## src/rtl/time_ascii_sender_pkg.sv

```systemverilog
// rtl/time_ascii_sender_pkg.sv - shared constants, state encoding and field ranges for the time ASCII sender
package time_ascii_sender_pkg;

  typedef enum logic [1:0] {
    ST_IDLE = 2'd0,
    ST_SEND = 2'd1,
    ST_DONE = 2'd2
  } state_t;

  localparam logic [7:0] ASCII_0     = 8'h30;
  localparam logic [7:0] ASCII_COLON = 8'h3A;
  localparam logic [7:0] ASCII_DOT   = 8'h2E;
  localparam logic [7:0] ASCII_CR    = 8'h0D;
  localparam logic [7:0] ASCII_LF    = 8'h0A;

  localparam int HOUR_MSB = 23;
  localparam int HOUR_LSB = 19;
  localparam int MIN_MSB  = 18;
  localparam int MIN_LSB  = 13;
  localparam int SEC_MSB  = 12;
  localparam int SEC_LSB  = 7;
  localparam int CS_MSB   = 6;
  localparam int CS_LSB   = 0;

  localparam int IDX_W = 4;

  function automatic logic [7:0] ascii_digit(input logic [3:0] d);
    return ASCII_0 + {4'd0, d};
  endfunction

endpackage

```

## src/rtl/time_ascii_sender_bin2bcd_2digit.sv

```systemverilog
// rtl/time_ascii_sender_bin2bcd_2digit.sv - 7-bit binary to two BCD digits of (value mod 100)
module bin2bcd_2digit (
  input  logic [6:0] bin,
  output logic [3:0] tens,
  output logic [3:0] ones
);

  logic [6:0] v;

  // Input never exceeds 127, so one conditional subtract implements mod 100.
  assign v    = (bin >= 7'd100) ? (bin - 7'd100) : bin;
  assign tens = 4'(v / 7'd10);
  assign ones = 4'(v % 7'd10);

endmodule

```

## src/rtl/time_ascii_sender.sv

```systemverilog
// rtl/time_ascii_sender.sv - serialises a time snapshot as "HH:MM:SS.CC[CR LF]" over a valid/ready byte stream
module time_ascii_sender
  import time_ascii_sender_pkg::*;
#(
  parameter bit ADD_CRLF = 1'b1
) (
  input  logic        clk,
  input  logic        reset,
  input  logic        i_send,
  input  logic [23:0] i_time_data,
  output logic [7:0]  o_tx_data,
  output logic        o_tx_valid,
  input  logic        i_tx_ready,
  output logic        o_busy,
  output logic        o_done
);

  localparam int FRAME_LEN = ADD_CRLF ? 13 : 11;
  localparam logic [IDX_W-1:0] LAST_IDX = IDX_W'(FRAME_LEN - 1);

  state_t             state;
  logic [23:0]        snapshot;
  logic [IDX_W-1:0]   index;
  logic [23:0]        src;
  logic [IDX_W-1:0]   next_idx;
  logic [7:0]         next_byte;
  logic [3:0]         h1, h0, m1, m0, s1, s0, c1, c0;

  // In IDLE the digits come straight from the input so byte 0 is ready the cycle after acceptance.
  assign src      = (state == ST_IDLE) ? i_time_data : snapshot;
  assign next_idx = (state == ST_IDLE) ? '0 : index + 1'b1;

  bin2bcd_2digit u_hour (.bin({2'b00, src[HOUR_MSB:HOUR_LSB]}), .tens(h1), .ones(h0));
  bin2bcd_2digit u_min  (.bin({1'b0, src[MIN_MSB:MIN_LSB]}),    .tens(m1), .ones(m0));
  bin2bcd_2digit u_sec  (.bin({1'b0, src[SEC_MSB:SEC_LSB]}),    .tens(s1), .ones(s0));
  bin2bcd_2digit u_cs   (.bin(src[CS_MSB:CS_LSB]),              .tens(c1), .ones(c0));

  always_comb begin
    next_byte = 8'h00;
    case (next_idx)
      4'd0:    next_byte = ascii_digit(h1);
      4'd1:    next_byte = ascii_digit(h0);
      4'd2:    next_byte = ASCII_COLON;
      4'd3:    next_byte = ascii_digit(m1);
      4'd4:    next_byte = ascii_digit(m0);
      4'd5:    next_byte = ASCII_COLON;
      4'd6:    next_byte = ascii_digit(s1);
      4'd7:    next_byte = ascii_digit(s0);
      4'd8:    next_byte = ASCII_DOT;
      4'd9:    next_byte = ascii_digit(c1);
      4'd10:   next_byte = ascii_digit(c0);
      4'd11:   next_byte = ASCII_CR;
      4'd12:   next_byte = ASCII_LF;
      default: next_byte = 8'h00;
    endcase
  end

  always_ff @(posedge clk or negedge reset) begin
    if (!reset) begin
      state      <= ST_IDLE;
      snapshot   <= '0;
      index      <= '0;
      o_tx_data  <= 8'h00;
      o_tx_valid <= 1'b0;
      o_busy     <= 1'b0;
      o_done     <= 1'b0;
    end else begin
      case (state)
        ST_IDLE: begin
          o_done <= 1'b0;
          if (i_send) begin
            snapshot   <= i_time_data;
            index      <= '0;
            o_tx_data  <= next_byte;
            o_tx_valid <= 1'b1;
            o_busy     <= 1'b1;
            state      <= ST_SEND;
          end
        end
        ST_SEND: begin
          if (i_tx_ready) begin
            if (index == LAST_IDX) begin
              o_tx_valid <= 1'b0;
              o_tx_data  <= 8'h00;
              o_done     <= 1'b1;
              state      <= ST_DONE;
            end else begin
              index     <= next_idx;
              o_tx_data <= next_byte;
            end
          end
        end
        ST_DONE: begin
          o_done <= 1'b0;
          o_busy <= 1'b0;
          state  <= ST_IDLE;
        end
        default: begin
          o_tx_valid <= 1'b0;
          o_busy     <= 1'b0;
          o_done     <= 1'b0;
          state      <= ST_IDLE;
        end
      endcase
    end
  end

endmodule

```

## config.mk

```make
export PLATFORM = sky130hd
export DESIGN_NAME = time_ascii_sender
export DESIGN_NICKNAME = d
export VERILOG_FILES = /design/src/rtl/time_ascii_sender_pkg.sv /design/src/rtl/time_ascii_sender_bin2bcd_2digit.sv /design/src/rtl/time_ascii_sender.sv
export SDC_FILE = /design/constraint.sdc
export NUM_CORES = 1
export LEC_CHECK = 0
export ABC_AREA = 1
export CELL_PAD_IN_SITES_DETAIL_PLACEMENT = 1
export CELL_PAD_IN_SITES_GLOBAL_PLACEMENT = 2
export CORE_ASPECT_RATIO = 1.4
export CORE_MARGIN = 2
export CORE_UTILIZATION = 30
export DETAILED_ROUTE_END_ITERATION = 8
export GPL_ROUTABILITY_DRIVEN = 0
export GPL_TIMING_DRIVEN = 0
export PLACE_DENSITY = 0.9
export SYNTH_ARGS = -nofsm -noshare
export SYNTH_HDL_FRONTEND = slang
export SYNTH_SLANG_ARGS = --single-unit
```

## constraint.sdc

```tcl
create_clock -name clk -period 4.3 [get_ports clk]
set_input_delay 1.075 -clock clk [delete_from_list [all_inputs] [get_ports clk]]
set_output_delay 1.075 -clock clk [all_outputs]
set_load 0.02 [all_outputs]
```

Word-level counts from Yosys, hierarchy flattened. Cells that the tools add are included.

Register bits after elaboration: 41. Output and inout port bits: 11. Logic and storage cells: 91. Input bits: 28.

Order comparisons: 4. Muxes and demuxes: 27. Bitwise gates (word level): 2. Reduce and logical (&&, ||, !) cells: 11. Divide/modulo/power cells: 8. Equality and inequality tests: 19. Add/sub/neg operators: 13.

Operators by type and width (number): one-hot mux 7 bit (12 select lines) (1); adder 6 x 4 -> 7 bit, first input constant (8); divider 7 x 4 -> 7 bit, second input constant (4); remainder unit 7 x 4 -> 7 bit, second input constant (4); two-way mux 7 bit (4); == test 4 bit, second input constant (6); two-way mux 24 bit (1); two-way mux 8 bit (3); == test 4 x 3 -> 1 bit, second input constant (4); two-way mux 4 bit (4); one-hot mux 8 bit (2 select lines) (1); >= comparator 6 x 7 -> 1 bit, second input constant (2); subtractor 6 x 7 -> 7 bit, second input constant (2); == test 4 x 2 -> 1 bit, second input constant (2); inequality test 2 bit, second input constant (4); one-hot mux 4 bit (2 select lines) (1); AND reduction 4 bit (2); >= comparator 5 x 7 -> 1 bit, second input constant (1); >= comparator 7 bit, second input constant (1); subtractor 6 x 6 -> 7 bit, second input constant (1); subtractor 7 bit, second input constant (1); two-way mux 1 bit (6); two-way mux 2 bit (3); AND reduction 2 bit (3); 13 further kinds (15).

Logic depth before layout (Yosys ltp).
Depth in word-level cells: 10. Mapped depth: 33. Gate-level depth less buffers: 33.

Hierarchy. From an unflattened synthesis, not the netlist that was laid out.

Cell total of the unflattened synthesis: 738. Area, all modules: 4845.9 µm².

Modules (own cells, without submodules): time_ascii_sender (times used 1, seq. area each 975.9 µm², area an instance 2443.6 µm², cells each 342); bin2bcd_2digit (times used 4, seq. area each 0.0 µm², area an instance 600.6 µm², cells each 99).

Least setup slack after synthesis. No wires, ideal clock.

Kind: input port to flip-flop. Start point: in i_time_data[6]. End point: reg o_tx_data[2]. Arrival time: 3.631 ns. Path buffers: 0. Data required time: 4.183 ns. Slack: 0.552 ns. Stages on the path: 30. Library setup time: 0.117 ns. Cell sequence: inv_1 nand2_2 nand2_1 nor2_2 nand2_1 nand2_1 nand2_1 nand2_1 nand4_1 o211ai_2 nand2_1 nand2_1 nand2_1 inv_2 ha_1 nand3_1 nand2_1 nand3_2 nand2_2 nand2_1 and2_1 ha_1 inv_1 nand3_1 nand3_2 nand2_1 nand3_1 nand2_1 nand2_1 nand2_1.

Cells in the longest elaborated chain, start to end: 9. Elaborated cells on any way between the ends: 13. Classes of those cells: 3 x add/sub; 2 x div; 1 x order compare; 7 x mux.

Ends and longest elaborated chain: start, declared (RTL line time_ascii_sender.sv:10) `input logic [23:0] i_time_data,`; two-way mux 24 bit * (RTL line time_ascii_sender.sv:30) `assign src = (state == ST_IDLE) ? i_time_data : snapshot;`; subtractor 7 bit or >= comparator 7 bit (tied branches) (RTL line time_ascii_sender_bin2bcd_2digit.sv:11) `assign v = (bin >= 7'd100) ? (bin - 7'd100) : bin;`; two-way mux 7 bit * (RTL line time_ascii_sender_bin2bcd_2digit.sv:11); remainder unit 7 x 4 -> 7 bit or divider 7 x 4 -> 7 bit (tied branches) (RTL line time_ascii_sender_bin2bcd_2digit.sv:13, time_ascii_sender_bin2bcd_2digit.sv:12); adder 6 x 4 -> 7 bit (RTL line time_ascii_sender_pkg.sv:28) `return ASCII_0 + {4'd0, d};`; one-hot mux 7 bit (12 select lines) * (RTL line time_ascii_sender.sv:40) `case (next_idx)`; two-way mux 8 bit (RTL line time_ascii_sender.sv:82) `if (index == LAST_IDX) begin`; two-way mux 8 bit (RTL line time_ascii_sender.sv:81) `if (i_tx_ready) begin`; one-hot mux 8 bit (2 select lines) * (RTL line time_ascii_sender.sv:68) `case (state)`; end signal, assigned (RTL line time_ascii_sender.sv:74) `o_tx_data <= next_byte;`; end signal, assigned (RTL line time_ascii_sender.sv:89) `o_tx_data <= next_byte;`; end, declared (RTL line time_ascii_sender.sv:11) `output logic [7:0] o_tx_data,`.

Every way passes the cells marked *; elsewhere a longest branch is shown, timed or not. The select of a mux whose other input is x is not followed. A chain may end at the register's enable or synchronous reset.

Final worst setup path.
Start point: in i_time_data[5]. End point: reg o_tx_data[2].

The elaborated chain is that of the path after synthesis.

==> impl_metrics.yaml <==
run_status:
  run_status: "finished clean"
power_and_ir_drop:
  p_clk_frac: 0.108
  p_per_area_mw_per_mm2: 787
  total_switching_power_mw: 1.75
  irDropWorstVdd_v: 0.000303
  cellLeakagePower_nw: 2.15
  report.power.total_mw: 3.30
  internal_power_mw: 1.55
  sw_frac_of_total: 0.530
  p_comb_frac: 0.707
  seqPwrFrac: 0.185
routing:
  route.vias.total: 3439
  drt_pre_antenna_iters: 4
  drt_drc_violations_left: 0
  wirelength_um: 10000
  drtIter0Drc: 104
  post_drt_via_cell_ratio: 4.80
  avgRoutedWirePerCell_um: 14.0
  antenna_left: 0
timing:
  period_needed_ns: 4.06
  maxSlewViolCount: 0
  timing.final.ws_setup_ns: 0.238
  skew_ns: 0.00302
  slew-limit-headroom: 0.639
  final.hold.worst_slack_ns: 0.479
  final_cycle_share: 0.945
  setup_tns_ns: 0
  clock.fmax_mhz: 246
  max_slew.worst_pin.slew_ns: 0.541
  setup_viol_count_final: 0
  timing.final.hold_violations: 0
critical_path:
  timing.reg2reg.worst_path_depth: 33
  critPathSlowestCell: "sky130_fd_sc_hd__o211ai_4"
  timing.rr.start: "index[0]"
  crit_required_ns: 4.47
  worst_path_max_stage_delay_ns: 0.24
  worstSetupStartpointType: "input port"
  crit_type: "input port to register"
  worstSetupPathDepth: 30
  critPathArrivalTime_ns: 4.24
  reg2reg_to: "o_tx_data[2]"
  largest_fanout_on_the_critical_path: 4
  worst_path_most_repeated_cell: "sky130_fd_sc_hd__nand2_1"
  worst-r2r-setup-slack_ns: 0.25
  timing.critical_path.to_type: "register"
  worst_path_dominant_cell_family: "simple AND/OR/NAND/NOR gates"
  worstPathBufferInverterCount: 7
run:
  drv_cap: 0
synthesis:
  yosysUniqueCellTypes: 37
  synth.top_cells.by_count: "sky130_fd_sc_hd__nand2_1 (181), sky130_fd_sc_hd__inv_1 (69), sky130_fd_sc_hd__o21ai_0 (54)"
  synth_most_common_cell: "sky130_fd_sc_hd__nand2_1"
  ys_ff_latch: 39
  synth.top_cells.by_area: "sky130_fd_sc_hd__dfrtp_1 (30%), sky130_fd_sc_hd__nand2_1 (21%), sky130_fd_sc_hd__o21ai_0 (8.4%)"
  synth.cell_area_mm2: 0.00322
  postSynth.asyncResetShare: 1.00
  most_frequently_used_flop_master_after_synthesis: "sky130_fd_sc_hd__dfrtp_1"
  synth_enable_flop_cells: 0
  post_synthesis_average_cell_area_um2: 6.33
  synthesis.instances: 509
  cell_accounting_for_the_most_synthesized_area: "sky130_fd_sc_hd__dfrtp_1"
  synth_largest_type_area_fraction: 0.303
  sequential_cell_area_fraction_in_the_yosys_report: 0.303
  yosys_warnings: 0
grt:
  largest_net_degree_at_the_start_of_global_routing: 24
  groute.usage.overall: 0.174
  first_global_vias: 3564
  globalRouteOverflowTotal: 0
  grt_first_pass_wirelength_um: 16500
  grt_antenna_before_repair: 0
cts:
  clkSlewWorstSetupHoldPaths_ns: 0.06
  clock_tree.root_cell: "sky130_fd_sc_hd__clkbuf_16"
  cts_num_sinks: 39
  cts-root-to-sink-buffers: 2
  insertion_delay_to_the_later_sink_of_the_worst_skew_pair_ns: 0.28
  cts_tree: "yes"
  cts.htree.levels: 2
  total_cts_buffers: 5
  quantity_of_hold_fixing_buffers_added_after_cts: 0
finish:
  final_cell_count_no_fill: 716
  fin_nets: 612
  synthToLayoutAreaGrowth_pct: 30.1
  antennaDiodeCount: 0
  final_layout_size_suffix_gt1_frac: 0.201
floorplan:
  floorplan.die_area_mm2: 0.0116
  die-height_um: 127
  start_util: 0.310
  die_w_um: 91.6
  fp.coreArea_mm2: 0.0104
  floorplan.io_pins: 39
  fp-row-count: 44
hold_path:
  min-delay-path-class: "register to register"
  min_delay_path_depth: 2
  worstHoldStart: "snapshot[20]"
  worstHoldEndpoint: "snapshot[20]"
place:
  dp_hpwl_um: 7830
  detailedPlace.worstSlack_ns: -0.617
  portBuffers: 36
  placedCellCount: 685
## routing by layer
metal	track usage	vias up	share of wire
met5	0	-	0
met4	0.0633	0	0.022
met3	0.0202	12	0.019
met2	0.330	45	0.56
met1	0.198	1649	0.40
li1	-	1733	-
## placed cells by master (no fill, tap or decap), types with 2 or more instances in the layout
cell                              Yosys  final
sky130_fd_sc_hd__a21oi_1              6      6
sky130_fd_sc_hd__a22o_1               3      3
sky130_fd_sc_hd__buf_2                2      3
sky130_fd_sc_hd__buf_4                5     28
sky130_fd_sc_hd__clkbuf_1             4      6
sky130_fd_sc_hd__clkbuf_16            0      5
sky130_fd_sc_hd__clkdlybuf4s50_1      0     30
sky130_fd_sc_hd__clkinv_1             3      2
sky130_fd_sc_hd__clkinv_2             0      2
sky130_fd_sc_hd__conb_1               1      2
sky130_fd_sc_hd__dfrtp_1             39     39
sky130_fd_sc_hd__dlygate4sd2_1        0      2
sky130_fd_sc_hd__dlymetal6s2s_1       0      2
sky130_fd_sc_hd__ha_1                 7      5
sky130_fd_sc_hd__inv_1               69     68
sky130_fd_sc_hd__inv_2               11     12
sky130_fd_sc_hd__nand2_1            181    170
sky130_fd_sc_hd__nand2_2             14     23
sky130_fd_sc_hd__nand2_4              1      3
sky130_fd_sc_hd__nand3_1             26     22
sky130_fd_sc_hd__nand3_2              6      9
sky130_fd_sc_hd__nand3_4              1      2
sky130_fd_sc_hd__nand4_1             11     11
sky130_fd_sc_hd__nor2_1              21     21
sky130_fd_sc_hd__nor2_2              12      9
sky130_fd_sc_hd__nor2_4               4      7
sky130_fd_sc_hd__nor3_1               4      4
sky130_fd_sc_hd__o21ai_0             54     53
sky130_fd_sc_hd__o21ai_1              6      6
sky130_fd_sc_hd__o21ai_2              4      5
sky130_fd_sc_hd__o22ai_1              3      3
## worst min-delay path, delay by kind of cell, from the launching register on
family	cells	cell delay [ns]
DFF	1	0.33
AOI/OAI and AO/OA	1	0.06
and+or+nand+nor	1	0.05
## repair_timing
| item | in CTS | in global routing |
|---|---|---|
| cloned | 0 | 0 |
| endpoints found under the setup margin | 3 | 3 |
| resized for setup | 13 | 24 |
| setup buffers | 16 | 7 |
| pin swaps | 11 | 17 |
## power by group through the flow
stage	combinational (mW)	clock (mW)	sequential, mW
floorplan	1.52	0	0.639
global placement	2.06	0	0.608
detailed placement	2.15	0	0.616
CTS	2.22	0.369	0.611
global route	2.64	0.381	0.629
finish	2.33	0.357	0.610
## cell families after synthesis
| kind of cell | after synthesis | share of synthesized area |
|---|---|---|
| compound gates | 82 | 0.143 |
| xor+xnor | 1 | 0.00272 |
| fa+ha+maj | 7 | 0.0272 |
| buf+inv | 96 | 0.121 |
| flops | 39 | 0.303 |
| other cells | 1 | 0.00116 |
| simple gates | 283 | 0.402 |
## registers in the layout (all words and copies together) (netlist names)
signal / cells
o_done: 1
state: 2
o_tx_valid: 1
snapshot: 24
o_tx_data: 6
index: 4
o_busy: 1
## layout make-up
cell class / count / area, µm²
Timing Repair Buffer: 60 / 546
Multi-Input combinational cell: 375 / 1970
Inverter: 83 / 313
Buffer: 13 / 77.6
Clock inverter: 1 / 5.00
Sequential cell: 39 / 976
Tap cell: 138 / 173
Clock buffer: 7 / 133
Fill cell: 1345 / 6210
## worst max-delay path by stage
stage                          startpoint            to  slack [ns]
after global placement     i_time_data[6]  o_tx_data[2]       -0.54
after floorplan            i_time_data[6]  o_tx_data[2]        0.55
final                      i_time_data[5]  o_tx_data[2]        0.24
after CTS                  i_time_data[4]  o_tx_data[2]        0.01
after detailed placement   i_time_data[6]  o_tx_data[2]       -0.62
after global routing      i_time_data[22]  o_tx_data[1]       -0.06
## through the flow
stage / utilization / instance area (µm²)
5_1_grt: 0.403 / 4190
3_3_place_gp: 0.361 / 3760
6_report: 0.403 / 4190
3_5_place_dp: 0.363 / 3770
2_1_floorplan: - / 3220
4_1_cts: 0.390 / 4060
Note: power is estimated with default switching activity, not from simulation.
